[src/rtl/hs32_mem_arbiter.sv]
// hs32_mem_arbiter: shares one memory bus between the fetch port (read-only) and the exec port (read/write).
// Define HS32_ARB_RR_EN for round-robin arbitration; otherwise exec has fixed priority over fetch.
module hs32_mem_arbiter #(
    parameter int TIMEOUT = 16,
    parameter int TO_W    = 8
) (
    input  logic        clk,
    input  logic        reset,
    input  logic        flush,
    input  logic [31:0] addrf,
    input  logic        stbf,
    output logic [31:0] dtrf,
    output logic        ackf,
    output logic        stlf,
    input  logic [31:0] addre,
    input  logic [31:0] dtwe,
    input  logic        rwe,
    input  logic        stbe,
    output logic [31:0] dtre,
    output logic        acke,
    output logic        stle,
    output logic [31:0] addrm,
    output logic [31:0] dtwm,
    output logic        rwm,
    output logic        stbm,
    input  logic [31:0] dtrm,
    input  logic        ackm,
    input  logic        stlm
);
    typedef enum logic [1:0] {IDLE, BUSY_F, BUSY_E, DRAIN_F} state_t;

    localparam logic [TO_W-1:0] TO_LIM = TO_W'(TIMEOUT);

    state_t          state;
    state_t          state_nxt;
    logic            pend_f;
    logic            pend_e;
    logic [31:0]     slot_addrf;
    logic [31:0]     slot_addre;
    logic [31:0]     slot_dtwe;
    logic            slot_rwe;
    logic [TO_W-1:0] to_cnt;
    logic            cap_f;
    logic            cap_e;
    logic            req_f;
    logic            req_e;
    logic            prio_e;
    logic            grant_f;
    logic            grant_e;
    logic            timed_out;
    logic            bus_end;
    logic            ackf_nxt;
    logic            stlf_nxt;
    logic            acke_nxt;
    logic            stle_nxt;
    logic [31:0]     req_addrf;
    logic [31:0]     req_addre;
    logic [31:0]     req_dtwe;
    logic            req_rwe;

    // A request is accepted only into an empty slot whose port has nothing on the bus; flush beats a new fetch.
    assign cap_f     = stbf && !pend_f && (state != BUSY_F) && !flush;
    assign cap_e     = stbe && !pend_e && (state != BUSY_E);
    assign req_f     = (pend_f && !flush) || cap_f;
    assign req_e     = pend_e || cap_e;
    assign req_addrf = pend_f ? slot_addrf : addrf;
    assign req_addre = pend_e ? slot_addre : addre;
    assign req_dtwe  = pend_e ? slot_dtwe  : dtwe;
    assign req_rwe   = pend_e ? slot_rwe   : rwe;
    assign timed_out = (TIMEOUT != 0) && (to_cnt == TO_LIM);
    assign bus_end   = stlm || ackm || timed_out;

`ifdef HS32_ARB_RR_EN
    logic last_f;

    assign prio_e = last_f;

    always_ff @(posedge clk or posedge reset) begin
        if (reset) begin
            last_f <= 1'b1;
        end else if (grant_f) begin
            last_f <= 1'b1;
        end else if (grant_e) begin
            last_f <= 1'b0;
        end
    end
`else
    assign prio_e = 1'b1;
`endif

    always_ff @(posedge clk or posedge reset) begin
        if (reset) begin
            state <= IDLE;
        end else begin
            state <= state_nxt;
        end
    end

    // stlm outranks ackm; a flushed fetch completes silently.
    always_comb begin
        state_nxt = state;
        grant_f   = 1'b0;
        grant_e   = 1'b0;
        ackf_nxt  = 1'b0;
        stlf_nxt  = 1'b0;
        acke_nxt  = 1'b0;
        stle_nxt  = 1'b0;
        case (state)
            IDLE: begin
                if (req_e && (!req_f || prio_e)) begin
                    grant_e   = 1'b1;
                    state_nxt = BUSY_E;
                end else if (req_f) begin
                    grant_f   = 1'b1;
                    state_nxt = BUSY_F;
                end
            end
            BUSY_F: begin
                if (bus_end) begin
                    state_nxt = IDLE;
                    ackf_nxt  = !flush && ackm && !stlm;
                    stlf_nxt  = !flush && (stlm || !ackm);
                end else if (flush) begin
                    state_nxt = DRAIN_F;
                end
            end
            BUSY_E: begin
                if (bus_end) begin
                    state_nxt = IDLE;
                    acke_nxt  = ackm && !stlm;
                    stle_nxt  = stlm || !ackm;
                end
            end
            DRAIN_F: begin
                if (bus_end) begin
                    state_nxt = IDLE;
                end
            end
            default: state_nxt = IDLE;
        endcase
    end

    always_ff @(posedge clk or posedge reset) begin
        if (reset) begin
            pend_f <= 1'b0;
            pend_e <= 1'b0;
            to_cnt <= '0;
            stbm   <= 1'b0;
            ackf   <= 1'b0;
            stlf   <= 1'b0;
            acke   <= 1'b0;
            stle   <= 1'b0;
            addrm  <= '0;
            dtwm   <= '0;
            rwm    <= 1'b0;
            dtrf   <= '0;
            dtre   <= '0;
        end else begin
            pend_f <= req_f && !grant_f;
            pend_e <= req_e && !grant_e;
            stbm   <= grant_f || grant_e;
            ackf   <= ackf_nxt;
            stlf   <= stlf_nxt;
            acke   <= acke_nxt;
            stle   <= stle_nxt;
            if (grant_f || grant_e) begin
                to_cnt <= '0;
            end else if (state != IDLE) begin
                to_cnt <= to_cnt + 1'b1;
            end
            if (grant_e) begin
                addrm <= req_addre;
                dtwm  <= req_dtwe;
                rwm   <= req_rwe;
            end else if (grant_f) begin
                addrm <= req_addrf;
                dtwm  <= '0;
                rwm   <= 1'b0;
            end
            if (ackf_nxt) begin
                dtrf <= dtrm;
            end
            if (acke_nxt) begin
                dtre <= dtrm;
            end
        end
    end

    // Slot payloads need no reset: they are only read while the matching pend bit is set.
    always_ff @(posedge clk) begin
        if (cap_f) begin
            slot_addrf <= addrf;
        end
        if (cap_e) begin
            slot_addre <= addre;
            slot_dtwe  <= dtwe;
            slot_rwe   <= rwe;
        end
    end

endmodule

[config.mk]
export PLATFORM = sky130hd
export DESIGN_NAME = hs32_mem_arbiter
export DESIGN_NICKNAME = d
export VERILOG_FILES = /design/src/rtl/hs32_mem_arbiter.sv
export SDC_FILE = /design/constraint.sdc
export NUM_CORES = 1
export LEC_CHECK = 0
export ABC_AREA = 1
export CORE_MARGIN = 5
export CORE_UTILIZATION = 50
export CTS_CLUSTER_SIZE = 30
export DETAILED_ROUTE_END_ITERATION = 10
export GPL_ROUTABILITY_DRIVEN = 0
export PLACE_DENSITY = 0.94
export SYNTH_ARGS = -nofsm -noshare
export SYNTH_HDL_FRONTEND = slang
export SYNTH_SLANG_ARGS = --single-unit
[constraint.sdc]
create_clock -name clk -period 13.8 [get_ports clk]
set_clock_uncertainty 0.2 [all_clocks]
set_input_delay 2.76 -clock clk [delete_from_list [all_inputs] [get_ports clk]]
set_output_delay 2.76 -clock clk [all_outputs]
set_load 0.01 [all_outputs]
==> impl_metrics.env <==
export IMPL_min_path_cells=2
export IMPL_synth_area_top_cells="sky130_fd_sc_hd__dfrtp_1 37%, sky130_fd_sc_hd__edfxtp_1 29%, sky130_fd_sc_hd__nand2_1 8.9%"
export IMPL_endpoint_kind="register"
export IMPL_synthesis_to_finish_area_growth_pct=35.9
export IMPL_main_combinational_cell_family_by_area_after_synthesis="simple AND/OR/NAND/NOR gates"
export IMPL_synthAdderAreaFrac_pct=0.250
export IMPL_timing_fmax_ghz=0.195
export IMPL_clock_tree_htree_level_count=1
export IMPL_synth_top_cell_area_share_pct=36.5
export IMPL_result_of_the_run="finished clean"
export IMPL_post_synth_top_area_cell="sky130_fd_sc_hd__dfrtp_1"
export IMPL_cts_path_max_buffers=3
export IMPL_tritoncts="done"
export IMPL_xor_xnor_share_of_the_synthesized_area_pct=0.350
export IMPL_cts_sink_count=243
export IMPL_synth_most_common_cell="sky130_fd_sc_hd__nand2_1"
export IMPL_initial_utilization_pct=51.1
export IMPL_vdd_ir_drop_max_mv=0.152
export IMPL_power_density_mw_per_mm2=219
export IMPL_power_static_leakage_nw=5.80
export IMPL_area_of_the_die_mm2=0.0229
export IMPL_grt_pass1_wl_mm=44.8
export IMPL_hold_path_end="addrm[5]$_DFFE_PP0P_"
export IMPL_placement_io_buffers=269
export IMPL_post_route_utilization_pct=69.4
export IMPL_syn_inst=965
export IMPL_finalSetupViolations=0
export IMPL_crit_path_top_delay_cell="sky130_fd_sc_hd__buf_4"
export IMPL_timing_max_transition_violations_final=0
export IMPL_fin_tns_setup_ns=0
export IMPL_ctsRootBufferMaster="sky130_fd_sc_hd__clkbuf_16"
export IMPL_post_route_drc=0
export IMPL_number_of_fill_cells_in_the_layout=1296
export IMPL_place_detailed_hpwl_mm=18.9
export IMPL_synthArstFlopShare_pct=60.1
export IMPL_synth_yosys_warnings=0
export IMPL_synth_top_cells_by_count="238 x sky130_fd_sc_hd__nand2_1, 147 x sky130_fd_sc_hd__o21ai_0, 146 x sky130_fd_sc_hd__dfrtp_1"
export IMPL_grt_setup_unrepaired="no"
export IMPL_max_cap_violations=0
export IMPL_grt_residual_overflow=0
export IMPL_drt_initial_drc_count=594
export IMPL_cts_repair_resize_count=0
export IMPL_count_of_flip_flops_with_a_built_in_enable_after_synthesis=97
export IMPL_fin_crit_ns=5.14
export IMPL_critical_path_reg2reg_startpoint="pend_f$_DFF_PP0_"
export IMPL_r2r_setup_slack_ns=10.48
export IMPL_crit_path_start_kind="input pin"
export IMPL_postSynthNetCount=1103
export IMPL_min_path_type="register to register"
export IMPL_cts_hold_buffers=0
export IMPL_cp_top_family="buffers and inverters"
export IMPL_initial_antenna_violation_count=1
export IMPL_power_switching_fraction_pct=35.2
export IMPL_grt_start_max_net_pins=79
export IMPL_die_width_um=151
export IMPL_cts_buffers_inserted=25
export IMPL_viasPerCell=5.42
export IMPL_vias=8158
export IMPL_floorplan_core_area_mm2=0.0196
export IMPL_arrival_ns=5.35
export IMPL_core_rowCount=51
export IMPL_power_switching_w=0.00105
export IMPL_timing_critical_path_cells="clkdlybuf4s50_1 > o211ai_4 > nand2_4 > inv_2 > buf_4 > nand2_1 > o21ai_1"
export IMPL_fin_crit_sh_pct=37.2
export IMPL_comb_power_share_pct=39.0
export IMPL_synth_flop_cell="sky130_fd_sc_hd__dfrtp_1"
export IMPL_cts_setup_buffers=0
export IMPL_critical_path_max_fanout=56
export IMPL_yosysSeqAreaShare_pct=65.6
export IMPL_gr_usage_all_layers_pct=24.9
export IMPL_power_share_clock_pct=21.7
export IMPL_r2r_path_end="dtwm[17]$_DFFE_PP0P_"
export IMPL_routed_len_inst_um=19.2
export IMPL_io_pins=270
export IMPL_reg2reg_depth=11
export IMPL_post_route_cells_drive_above_1_share_pct=7.69
export IMPL_synth_compound_gate_area_share_pct=8.52
export IMPL_ant_nets=0
export IMPL_ys_ff_latch=243
export IMPL_insertion_delay_ns=0.51
export IMPL_hold_viol_final=0
export IMPL_slowest_delay_ns=0.54
export IMPL_mappedNetlistArea_mm2=0.0100
export IMPL_timing_setup_critical_path_class="input pin to register"
export IMPL_drt_pre_antenna_iters=5
export IMPL_worst_pin_slew_ns=1.14
export IMPL_crit_required_ns=14.01
export IMPL_nNetsFinal=1355
export IMPL_internal_power_w=0.00193
export IMPL_timing_max_slew_rel_slack_pct=23.8
export IMPL_register_clock_pin_slew_on_the_reported_worst_setup_and_hold_paths_ns=0.06
export IMPL_drt_wl_total_mm=28.9
export IMPL_worstHoldStart="addrm[5]$_DFFE_PP0P_"
export IMPL_synth_mux_area_share_pct=3.20
export IMPL_vias_in_the_first_global_route=8487
export IMPL_per_instance_average_area_after_synthesis_um2=10.4
export IMPL_netlist_cell_type_count=24
export IMPL_fp_dieH_um=151
export IMPL_synth_simple_gate_area_share_pct=16.7
export IMPL_critPathBufInv=3
export IMPL_power_share_sequential_pct=39.3
==> cell type report <==
class | instances | area, um2 | share of cell area (%)
tap | 265 | 332 | 2.44
sequential | 243 | 6570 | 48.3
inverter | 62 | 238 | 1.75
timing repair buffer | 277 | 2750 | 20.2
multi-input combinational | 608 | 2920 | 21.4
antenna | 3 | 7.51 | 0.0552
clock inverter | 8 | 47.5 | 0.350
clock buffer | 38 | 736 | 5.41
==> per-stage QoR <==
step                worst slack (ns)  hold WS [ns]  std cells  area (um2)  total power [W]
CTS                             8.72         0.281       1501       13600          0.00299
detailed placement              8.21         0.265       1455       12800          0.00232
global route                    8.54         0.290       1502       13600          0.00315
finish                          8.66         0.278       1504       13600          0.00298
floorplan                       5.75         0.293        965       10000          0.00175
global placement                8.36         0.264       1455       12800          0.00226
==> flip-flops by register name, summed over array words and instances, names as in the netlist <==
| signal | flops |
|---|---|
| addrm | 32 |
| dtre | 32 |
| dtrf | 32 |
| dtwm | 32 |
| slot_addre | 32 |
| slot_addrf | 32 |
| slot_dtwe | 32 |
| to_cnt | 8 |
| state | 2 |
| acke | 1 |
| ackf | 1 |
| pend_e | 1 |
| pend_f | 1 |
| rwm | 1 |
| slot_rwe | 1 |
| stbm | 1 |
| stle | 1 |
| stlf | 1 |
==> worst max-delay path by stage <==
stage	start	to	slack, ns	cells after the start
after floorplan	stbe	slot_addre[0]$_DFFE_PP_	5.75	2
after global placement	stbe	to_cnt[2]$_DFFE_PP0P_	8.36	7
after detailed placement	stbe	dtwm[28]$_DFFE_PP0P_	8.21	7
after CTS	stbe	dtwm[28]$_DFFE_PP0P_	8.72	7
after global routing	stbe	dtwm[17]$_DFFE_PP0P_	8.54	7
final	stbe	dtwm[17]$_DFFE_PP0P_	8.66	7
==> placed cells by master (no fill, tap or decap), types with 2 or more instances in the layout <==
cell type | synthesis | routed
sky130_fd_sc_hd__o21ai_1 | 19 | 19
sky130_fd_sc_hd__ha_1 | 2 | 2
sky130_fd_sc_hd__clkinv_2 | 0 | 5
sky130_fd_sc_hd__clkbuf_16 | 0 | 26
sky130_fd_sc_hd__xor2_1 | 4 | 4
sky130_fd_sc_hd__dfrtp_1 | 146 | 145
sky130_fd_sc_hd__diode_2 | 0 | 3
sky130_fd_sc_hd__nand2_2 | 3 | 4
sky130_fd_sc_hd__buf_4 | 3 | 8
sky130_fd_sc_hd__mux2i_1 | 32 | 32
sky130_fd_sc_hd__edfxtp_1 | 97 | 97
sky130_fd_sc_hd__nor2_2 | 1 | 2
sky130_fd_sc_hd__nor2_1 | 83 | 82
sky130_fd_sc_hd__or2_2 | 33 | 33
sky130_fd_sc_hd__clkbuf_1 | 26 | 8
sky130_fd_sc_hd__clkdlybuf4s50_1 | 0 | 269
sky130_fd_sc_hd__nand3_1 | 39 | 39
sky130_fd_sc_hd__inv_2 | 5 | 5
sky130_fd_sc_hd__nand4_1 | 2 | 2
sky130_fd_sc_hd__o21ai_0 | 147 | 147
sky130_fd_sc_hd__inv_1 | 57 | 56
sky130_fd_sc_hd__inv_6 | 0 | 2
sky130_fd_sc_hd__nand2_1 | 238 | 237
sky130_fd_sc_hd__clkbuf_8 | 0 | 4
==> metal layers <==
metal	global-route usage [%]	share of wire (%)	vias to the layer above
met1	31.0	36	3924
met2	41.1	49	464
met3	6.76	10	86
met5	0	0	-
met4	10.4	4.1	0
li1	-	-	3684
==> logic make-up after synthesis <==
logic type | after synthesis
adder cells (fa/ha/maj) | 2
AND/OR/NAND/NOR | 403
AO/OA/AOI/OAI | 167
multiplexers | 32
buffers and inverters | 114
XOR/XNOR | 4
flip-flops | 243
==> worst min-delay path, stage by stage (launching register included) <==
cell and delay (ns):
sky130_fd_sc_hd__dfrtp_1 0.34, sky130_fd_sc_hd__nand2_1 0.05, sky130_fd_sc_hd__nand2_1 0.05
==> power by group through the flow <==
stage	Combinational, W	Sequential (W)	Clock (W)
after floorplan	0.000502	0.00124	0
after global placement	0.00110	0.00116	0
after detailed placement	0.00115	0.00117	0
after CTS	0.00117	0.00117	0.000654
after global routing	0.00126	0.00119	0.000690
final	0.00116	0.00117	0.000645
Note: power is estimated with default switching activity, not from simulation.
